--- src/rtl/nasti_read_burst_splitter_if.sv ---
// NASTI read-channel bundle (AR + R) shared by both sides of the burst splitter.
// The master modport is the initiator (drives AR, receives R); slave is the target.
interface nasti_read_burst_splitter_if #(
  parameter int unsigned ID_WIDTH   = 2,
  parameter int unsigned ADDR_WIDTH = 32,
  parameter int unsigned DATA_WIDTH = 64,
  parameter int unsigned USER_WIDTH = 1
);
  logic [ID_WIDTH-1:0]   ar_id;
  logic [ADDR_WIDTH-1:0] ar_addr;
  logic [7:0]            ar_len;
  logic [2:0]            ar_size;
  logic [1:0]            ar_burst;
  logic                  ar_lock;
  logic [3:0]            ar_cache;
  logic [2:0]            ar_prot;
  logic [3:0]            ar_qos;
  logic [3:0]            ar_region;
  logic [USER_WIDTH-1:0] ar_user;
  logic                  ar_valid;
  logic                  ar_ready;

  logic [ID_WIDTH-1:0]   r_id;
  logic [DATA_WIDTH-1:0] r_data;
  logic [1:0]            r_resp;
  logic                  r_last;
  logic [USER_WIDTH-1:0] r_user;
  logic                  r_valid;
  logic                  r_ready;

  modport master (
    output ar_id, ar_addr, ar_len, ar_size, ar_burst, ar_lock, ar_cache,
           ar_prot, ar_qos, ar_region, ar_user, ar_valid,
    input  ar_ready,
    input  r_id, r_data, r_resp, r_last, r_user, r_valid,
    output r_ready
  );

  modport slave (
    input  ar_id, ar_addr, ar_len, ar_size, ar_burst, ar_lock, ar_cache,
           ar_prot, ar_qos, ar_region, ar_user, ar_valid,
    output ar_ready,
    output r_id, r_data, r_resp, r_last, r_user, r_valid,
    input  r_ready
  );
endinterface

--- src/rtl/nasti_read_burst_splitter.sv ---
// Splits one NASTI read burst into INCR sub-bursts of at most MAX_BEATS beats
// and stitches the returned R beats back into a single burst upstream.
// "master" is the upstream-facing port (this block is its target);
// "slave" is the port toward the narrower reader (this block initiates).
module nasti_read_burst_splitter #(
  parameter int unsigned ID_WIDTH   = 2,
  parameter int unsigned ADDR_WIDTH = 32,
  parameter int unsigned DATA_WIDTH = 64,
  parameter int unsigned USER_WIDTH = 1,
  parameter int unsigned MAX_BEATS  = 8
) (
  input logic                         clk,
  input logic                         rst,
  nasti_read_burst_splitter_if.slave  master,
  nasti_read_burst_splitter_if.master slave
);

  typedef enum logic [1:0] {S_IDLE, S_AR, S_R} state_t;

  localparam logic [1:0] BURST_INCR = 2'b01;
  localparam logic [8:0] MAX_B      = 9'(MAX_BEATS);

  state_t state, state_nxt;

  logic [ID_WIDTH-1:0]   req_id;
  logic [7:0]            req_len;
  logic [2:0]            req_size;
  logic [1:0]            req_burst;
  logic                  req_lock;
  logic [3:0]            req_cache;
  logic [2:0]            req_prot;
  logic [3:0]            req_qos;
  logic [3:0]            req_region;
  logic [USER_WIDTH-1:0] req_user;

  logic [8:0]            rem;
  logic [ADDR_WIDTH-1:0] cur_addr;

  logic [8:0]            sub_beats;
  logic [7:0]            sub_len;
  logic [ADDR_WIDTH-1:0] next_addr;

  // Size the current sub-burst and the address of the one after it.
  // Non-INCR bursts go out whole with their original length.
  always_comb begin
    if (req_burst != BURST_INCR) begin
      sub_beats = {1'b0, req_len} + 9'd1;
    end else if (rem > MAX_B) begin
      sub_beats = MAX_B;
    end else begin
      sub_beats = rem;
    end
    sub_len   = sub_beats[7:0] - 8'd1;
    next_addr = ((cur_addr >> req_size) << req_size)
              + (ADDR_WIDTH'(sub_beats) << req_size);
  end

  // Next-state logic and handshake outputs; everything is held low in reset.
  always_comb begin
    state_nxt       = state;
    master.ar_ready = 1'b0;
    slave.ar_valid  = 1'b0;
    master.r_valid  = 1'b0;
    slave.r_ready   = 1'b0;
    if (!rst) begin
      case (state)
        S_IDLE: begin
          master.ar_ready = 1'b1;
          if (master.ar_valid) state_nxt = S_AR;
        end
        S_AR: begin
          slave.ar_valid = 1'b1;
          if (slave.ar_ready) state_nxt = S_R;
        end
        S_R: begin
          master.r_valid = slave.r_valid;
          slave.r_ready  = master.r_ready;
          if (slave.r_valid && master.r_ready && slave.r_last) begin
            state_nxt = (rem == 9'd0) ? S_IDLE : S_AR;
          end
        end
        default: state_nxt = S_IDLE;
      endcase
    end
  end

  // State register, request latch and remaining-beat / address bookkeeping.
  always_ff @(posedge clk) begin
    if (rst) begin
      state      <= S_IDLE;
      req_id     <= '0;
      req_len    <= '0;
      req_size   <= '0;
      req_burst  <= '0;
      req_lock   <= '0;
      req_cache  <= '0;
      req_prot   <= '0;
      req_qos    <= '0;
      req_region <= '0;
      req_user   <= '0;
      rem        <= '0;
      cur_addr   <= '0;
    end else begin
      state <= state_nxt;
      if (state == S_IDLE && master.ar_valid) begin
        req_id     <= master.ar_id;
        req_len    <= master.ar_len;
        req_size   <= master.ar_size;
        req_burst  <= master.ar_burst;
        req_lock   <= master.ar_lock;
        req_cache  <= master.ar_cache;
        req_prot   <= master.ar_prot;
        req_qos    <= master.ar_qos;
        req_region <= master.ar_region;
        req_user   <= master.ar_user;
        cur_addr   <= master.ar_addr;
        rem        <= (master.ar_burst == BURST_INCR) ? ({1'b0, master.ar_len} + 9'd1) : '0;
      end
      if (state == S_AR && slave.ar_ready) begin
        if (req_burst == BURST_INCR) rem <= rem - sub_beats;
        cur_addr <= next_addr;
      end
    end
  end

  // Sub-burst request toward the narrower side.
  assign slave.ar_id     = req_id;
  assign slave.ar_addr   = cur_addr;
  assign slave.ar_len    = sub_len;
  assign slave.ar_size   = req_size;
  assign slave.ar_burst  = req_burst;
  assign slave.ar_lock   = req_lock;
  assign slave.ar_cache  = req_cache;
  assign slave.ar_prot   = req_prot;
  assign slave.ar_qos    = req_qos;
  assign slave.ar_region = req_region;
  assign slave.ar_user   = req_user;

  // R pass-through; only the last beat of the last sub-burst is marked last.
  assign master.r_id   = req_id;
  assign master.r_data = slave.r_data;
  assign master.r_resp = slave.r_resp;
  assign master.r_user = slave.r_user;
  assign master.r_last = slave.r_last && (rem == 9'd0);

endmodule

--- src/flat_wrapper.sv ---
// flat-port wrapper written by rule: the top's interface ports become plain ports
module nasti_read_burst_splitter_flat 
#(
  parameter int unsigned ID_WIDTH   = 2,
  parameter int unsigned ADDR_WIDTH = 32,
  parameter int unsigned DATA_WIDTH = 64,
  parameter int unsigned USER_WIDTH = 1,
  parameter int unsigned MAX_BEATS  = 8
)
  (clk, rst, master_ar_id, master_ar_addr, master_ar_len, master_ar_size, master_ar_burst, master_ar_lock, master_ar_cache, master_ar_prot, master_ar_qos, master_ar_region, master_ar_user, master_ar_valid, master_ar_ready, master_r_id, master_r_data, master_r_resp, master_r_last, master_r_user, master_r_valid, master_r_ready, slave_ar_id, slave_ar_addr, slave_ar_len, slave_ar_size, slave_ar_burst, slave_ar_lock, slave_ar_cache, slave_ar_prot, slave_ar_qos, slave_ar_region, slave_ar_user, slave_ar_valid, slave_ar_ready, slave_r_id, slave_r_data, slave_r_resp, slave_r_last, slave_r_user, slave_r_valid, slave_r_ready);
  nasti_read_burst_splitter_if #(.ID_WIDTH(ID_WIDTH), .ADDR_WIDTH(ADDR_WIDTH), .DATA_WIDTH(DATA_WIDTH), .USER_WIDTH(USER_WIDTH)) master_i ();
  nasti_read_burst_splitter_if #(.ID_WIDTH(ID_WIDTH), .ADDR_WIDTH(ADDR_WIDTH), .DATA_WIDTH(DATA_WIDTH), .USER_WIDTH(USER_WIDTH)) slave_i ();
  input logic clk;
  input logic rst;
  input wire logic [$bits(master_i.ar_id)-1:0] master_ar_id;
  input wire logic [$bits(master_i.ar_addr)-1:0] master_ar_addr;
  input wire logic [$bits(master_i.ar_len)-1:0] master_ar_len;
  input wire logic [$bits(master_i.ar_size)-1:0] master_ar_size;
  input wire logic [$bits(master_i.ar_burst)-1:0] master_ar_burst;
  input wire logic [$bits(master_i.ar_lock)-1:0] master_ar_lock;
  input wire logic [$bits(master_i.ar_cache)-1:0] master_ar_cache;
  input wire logic [$bits(master_i.ar_prot)-1:0] master_ar_prot;
  input wire logic [$bits(master_i.ar_qos)-1:0] master_ar_qos;
  input wire logic [$bits(master_i.ar_region)-1:0] master_ar_region;
  input wire logic [$bits(master_i.ar_user)-1:0] master_ar_user;
  input wire logic [$bits(master_i.ar_valid)-1:0] master_ar_valid;
  output wire logic [$bits(master_i.ar_ready)-1:0] master_ar_ready;
  output wire logic [$bits(master_i.r_id)-1:0] master_r_id;
  output wire logic [$bits(master_i.r_data)-1:0] master_r_data;
  output wire logic [$bits(master_i.r_resp)-1:0] master_r_resp;
  output wire logic [$bits(master_i.r_last)-1:0] master_r_last;
  output wire logic [$bits(master_i.r_user)-1:0] master_r_user;
  output wire logic [$bits(master_i.r_valid)-1:0] master_r_valid;
  input wire logic [$bits(master_i.r_ready)-1:0] master_r_ready;
  output wire logic [$bits(slave_i.ar_id)-1:0] slave_ar_id;
  output wire logic [$bits(slave_i.ar_addr)-1:0] slave_ar_addr;
  output wire logic [$bits(slave_i.ar_len)-1:0] slave_ar_len;
  output wire logic [$bits(slave_i.ar_size)-1:0] slave_ar_size;
  output wire logic [$bits(slave_i.ar_burst)-1:0] slave_ar_burst;
  output wire logic [$bits(slave_i.ar_lock)-1:0] slave_ar_lock;
  output wire logic [$bits(slave_i.ar_cache)-1:0] slave_ar_cache;
  output wire logic [$bits(slave_i.ar_prot)-1:0] slave_ar_prot;
  output wire logic [$bits(slave_i.ar_qos)-1:0] slave_ar_qos;
  output wire logic [$bits(slave_i.ar_region)-1:0] slave_ar_region;
  output wire logic [$bits(slave_i.ar_user)-1:0] slave_ar_user;
  output wire logic [$bits(slave_i.ar_valid)-1:0] slave_ar_valid;
  input wire logic [$bits(slave_i.ar_ready)-1:0] slave_ar_ready;
  input wire logic [$bits(slave_i.r_id)-1:0] slave_r_id;
  input wire logic [$bits(slave_i.r_data)-1:0] slave_r_data;
  input wire logic [$bits(slave_i.r_resp)-1:0] slave_r_resp;
  input wire logic [$bits(slave_i.r_last)-1:0] slave_r_last;
  input wire logic [$bits(slave_i.r_user)-1:0] slave_r_user;
  input wire logic [$bits(slave_i.r_valid)-1:0] slave_r_valid;
  output wire logic [$bits(slave_i.r_ready)-1:0] slave_r_ready;
  assign master_i.ar_id = master_ar_id;
  assign master_i.ar_addr = master_ar_addr;
  assign master_i.ar_len = master_ar_len;
  assign master_i.ar_size = master_ar_size;
  assign master_i.ar_burst = master_ar_burst;
  assign master_i.ar_lock = master_ar_lock;
  assign master_i.ar_cache = master_ar_cache;
  assign master_i.ar_prot = master_ar_prot;
  assign master_i.ar_qos = master_ar_qos;
  assign master_i.ar_region = master_ar_region;
  assign master_i.ar_user = master_ar_user;
  assign master_i.ar_valid = master_ar_valid;
  assign master_ar_ready = master_i.ar_ready;
  assign master_r_id = master_i.r_id;
  assign master_r_data = master_i.r_data;
  assign master_r_resp = master_i.r_resp;
  assign master_r_last = master_i.r_last;
  assign master_r_user = master_i.r_user;
  assign master_r_valid = master_i.r_valid;
  assign master_i.r_ready = master_r_ready;
  assign slave_ar_id = slave_i.ar_id;
  assign slave_ar_addr = slave_i.ar_addr;
  assign slave_ar_len = slave_i.ar_len;
  assign slave_ar_size = slave_i.ar_size;
  assign slave_ar_burst = slave_i.ar_burst;
  assign slave_ar_lock = slave_i.ar_lock;
  assign slave_ar_cache = slave_i.ar_cache;
  assign slave_ar_prot = slave_i.ar_prot;
  assign slave_ar_qos = slave_i.ar_qos;
  assign slave_ar_region = slave_i.ar_region;
  assign slave_ar_user = slave_i.ar_user;
  assign slave_ar_valid = slave_i.ar_valid;
  assign slave_i.ar_ready = slave_ar_ready;
  assign slave_i.r_id = slave_r_id;
  assign slave_i.r_data = slave_r_data;
  assign slave_i.r_resp = slave_r_resp;
  assign slave_i.r_last = slave_r_last;
  assign slave_i.r_user = slave_r_user;
  assign slave_i.r_valid = slave_r_valid;
  assign slave_r_ready = slave_i.r_ready;
  nasti_read_burst_splitter #(.ID_WIDTH(ID_WIDTH), .ADDR_WIDTH(ADDR_WIDTH), .DATA_WIDTH(DATA_WIDTH), .USER_WIDTH(USER_WIDTH), .MAX_BEATS(MAX_BEATS)) u_core (.clk(clk), .rst(rst), .master(master_i), .slave(slave_i));
endmodule
--- config.mk ---
export PLATFORM = sky130hd
export DESIGN_NAME = nasti_read_burst_splitter_flat
export DESIGN_NICKNAME = d
export VERILOG_FILES = /design/src/rtl/nasti_read_burst_splitter_if.sv /design/src/rtl/nasti_read_burst_splitter.sv /design/src/flat_wrapper.sv
export SDC_FILE = /design/constraint.sdc
export NUM_CORES = 1
export LEC_CHECK = 0
export BUFFER_PORTS_ARGS = -buffer_cell sky130_fd_sc_hd__buf_4
export CAP_MARGIN = 30
export CORE_UTILIZATION = 40
export DETAILED_ROUTE_END_ITERATION = 12
export GPL_TIMING_DRIVEN = 0
export HOLD_SLACK_MARGIN = 0.12
export PLACE_DENSITY_LB_ADDON = 0.2
export SLEW_MARGIN = 20
export SYNTH_ARGS = -nofsm -noshare
export SYNTH_HDL_FRONTEND = slang
export SYNTH_SLANG_ARGS = --single-unit
--- constraint.sdc ---
create_clock -name clk -period 3.82 [get_ports clk]
set_input_delay 0.382 -clock clk [delete_from_list [all_inputs] [get_ports clk]]
set_output_delay 0.382 -clock clk [all_outputs]
set_load 0.01 [all_outputs]
==> impl_metrics.json <==
{
  "r2r_start": "u_core.rem[8]",
  "crit_slowest_cell": "mux4_2",
  "first_iter_violations": 291,
  "path_class": "flip-flop to flip-flop",
  "slew_headroom_pct": 50.4,
  "final_common_cell": "buf_4",
  "ios": 278,
  "dieArea_mm2": 0.0148,
  "skew_ns": 0.00962,
  "coreArea_mm2": 0.0139,
  "violations": "negative setup slack",
  "start_util_pct": 41.0,
  "die_w_um": 122,
  "ant_nets": 0,
  "clock_sinks": 75,
  "yosysSeqAreaShare_pct": 26.3,
  "regToRegEndpoint": "u_core.slave.ar_addr[18]",
  "clockBufferDepth": 2,
  "track_usage_pct": 24.6,
  "slew_violations": 0,
  "clk_pin_slew_worst_paths_ns": 0.07,
  "wl_per_cell_um": 15.6,
  "grt_start_max_net_pins": 15,
  "final_cell_mix": "buf_4 (302), nand2_1 (140), dfxtp_1 (67), a21oi_1 (57), nor2_1 (53)",
  "power_density_mw_per_mm2": 336,
  "fp-row-count": 43,
  "fin_nets": 1177,
  "ir_worst_vdd_uv": 282,
  "crit_path_max_incr_delay_ns": 0.52,
  "status": "complete, but fails checks",
  "synth_largest_area_cell": "dfxtp_1",
  "overflow": 0,
  "whs_path_depth": 3,
  "synth_area_mm2": 0.00571,
  "synth_top_area_share_pct": 26.3,
  "finalCriticalPeriod_ns": 3.85,
  "clock_latency_ns": 0.35,
  "fillers": 1351,
  "cap_violations": 0,
  "tns_ns": -0.0275,
  "antenna_found_initial": 0,
  "setup.worst_path.start_class": "flip-flop",
  "crit_fanout": 6,
  "firstDrtPassIters": 5,
  "netlist_top_cells_area": "dfxtp_1 (26%), nand2_1 (9.3%), buf_4 (9.1%)",
  "rsz0062_at_grt": "true",
  "htree_levels": 3,
  "gp_congestion": 0.895,
  "diodes": 0,
  "synthArstFlopShare_pct": 0,
  "hold_end": "u_core.slave.ar_prot[0]",
  "holdBufCountCts": 0,
  "synth_cell_types": 69,
  "cts_tree": "built",
  "routed-via-count": 6323,
  "place_area_mm2": 0.00751,
  "finalHoldViolCount": 0,
  "grt_pass1_wl_mm": 28.5,
  "stdcell_area_mm2": 0.00834,
  "viasPerCell": 5.28,
  "dp_slack_ns": -0.529,
  "startpoint": "u_core.rem[8]",
  "holdWs_ns": 0.280,
  "end_kind": "flip-flop",
  "ys_warn_count": 0,
  "synth_nets": 934,
  "fmax_mhz": 260,
  "port_buffers": 207,
  "worst_slew_pin_slew_ns": 0.734,
  "path_cells": "nor4_4 -> nand3_2 -> o21a_4 -> mux4_2 -> buf_4 -> mux2i_1 -> ha_1 -> nand2_1 -> o21ai_1 -> a221oi_4 -> a21oi_4 -> buf_6 -> nand4_1 -> mux2_4 -> a21oi_2",
  "grt_pass1_vias": 5742,
  "synth_edf_count": 0,
  "min_period_over_period_pct": 101,
  "reg2reg_depth": 15,
  "area.growth.synth_to_final_pct": 45.9,
  "syn_inst": 769,
  "hold_start": "master_ar_prot[0]",
  "setup_viol": 1,
  "drive_gt1_share_pct": 39.1,
  "total_power_w": 0.00280,
  "synth_ff_type": "dfxtp_1",
  "cts_root_buf": "clkbuf_16",
  "wirelength_mm": 18.7,
  "rrSetupSlack_ns": -0.03,
  "cp.required_ns": 4.10,
  "cts_made_buffers": 9,
  "dp_hpwl_mm": 13.9,
  "syn_avg_cell_area_um2": 7.43,
  "leakage_nw": 3.70,
  "cp.arrival_ns": 4.13,
  "setup_slack_ns": -0.0275,
  "ys_ff_latch": 75,
  "die_y_um": 122,
  "drt_drc_violations_left": 0,
  "hold_class": "input port to flip-flop"
}
how the worst max path moves through the flow:
stage / endpoint / slack [ns] / depth (start not counted)
after detailed placement: u_core.slave.ar_addr[30] / -0.53 / 15
after global placement: u_core.slave.ar_addr[28] / -0.55 / 15
after global routing: u_core.slave.ar_addr[18] / -0.16 / 15
final: u_core.slave.ar_addr[18] / -0.03 / 15
after floorplan: u_core.slave.ar_addr[28] / 0.007 / 17
after CTS: u_core.slave.ar_addr[28] / 0.003 / 15
registers in the layout, indices dropped and copies added, names as in the netlist:
| signal | cells |
|---|---|
| u_core.slave.ar_size | 3 |
| u_core.slave.ar_region | 4 |
| u_core.rem | 9 |
| u_core.req_len | 8 |
| u_core.slave.ar_prot | 3 |
| u_core.slave.ar_cache | 4 |
| u_core.slave.ar_qos | 4 |
| u_core.slave.ar_addr | 32 |
| u_core.slave.ar_burst | 2 |
| u_core.slave.ar_lock | 1 |
| u_core.master.r_id | 2 |
| u_core.slave.ar_user | 1 |
| u_core.state | 2 |
routing by layer:
| layer | global-route usage [%] | up-vias | part of all wire (%) | routed length, µm |
|---|---|---|---|---|
| li1 | - | 3123 | - | - |
| met1 | 30.4 | 2874 | 42 | 7820 |
| met2 | 41.9 | 297 | 48 | 9000 |
| met3 | 6.48 | 29 | 8.5 | 1590 |
| met4 | 7.10 | 0 | 1.7 | 312 |
| met5 | 0 | - | 0 | 0 |
where the power goes:
group	switching, W	total (W)	internal (W)
clock network	0.000374	0.000839	0.000465
logic	0.000533	0.00105	0.000518
registers	0.0000678	0.000915	0.000847
total	0.000975	0.00280	0.00183
cells in the mapped netlist, drive strengths merged (4+ instances only):
library cell	instances
nand2	141
clkbuf	49
a311oi	15
xor2	11
a31oi	11
inv	18
nand3	20
buf	72
a21oi	67
dfxtp	75
or3	6
o21bai	4
a211oi	13
or4	4
a211o	5
nor3	14
xnor2	22
nand4	5
and3	15
nor2	55
o21ai	23
ha	24
nor2b	7
and2	9
nor4	4
o21a	5
mux2	8
mux2i	9
a221oi	10
through the flow:
stage / utilization (%) / instances
2_1_floorplan: - / 769
3_3_place_gp: 53.9 / 1156
3_5_place_dp: 53.9 / 1156
4_1_cts: 58.2 / 1188
5_1_grt: 59.8 / 1197
6_report: 59.8 / 1197
worst max-delay path, delay by kind of cell (launching register included):
family                     cells  cell delay [ns]
buffers and inverters          2             0.30
muxes                          3             1.03
DFF                            1             0.36
and+or+nand+nor                4             0.74
AOI/OAI and AO/OA              5             1.01
adders and majority gates      1             0.34
final cells by class:
class                   instances  area, µm²  area share [%]
plain buffers                 118        717            8.60
clock buffers                  10        239            2.87
clock inverters                 6       46.3           0.555
inverters                      19       73.8           0.885
multi-input cells             554       3740            44.9
flip-flops and latches         75       1520            18.2
well taps                     180        225            2.70
repair buffers                235       1770            21.2
timing repair:
| action | CTS | global route |
|---|---|---|
| endpoints found under the hold margin | 0 | 0 |
| pin swaps | 12 | 30 |
| endpoints found under the setup margin | 22 | 18 |
| buffers inserted | 17 | 12 |
| resized for setup | 45 | 38 |
cells by family (layout without fill, tap and decap cells):
logic type	after synthesis	in the layout	synth area share, %
compound gates	180	180	21.2
xor+xnor	33	33	5.06
fa+ha+maj	25	25	5.61
buf+inv	140	388	13.9
flops	75	75	26.3
mux	18	18	3.55
simple gates	298	298	24.4
No activity file was read; power rests on OpenSTA's default activity.
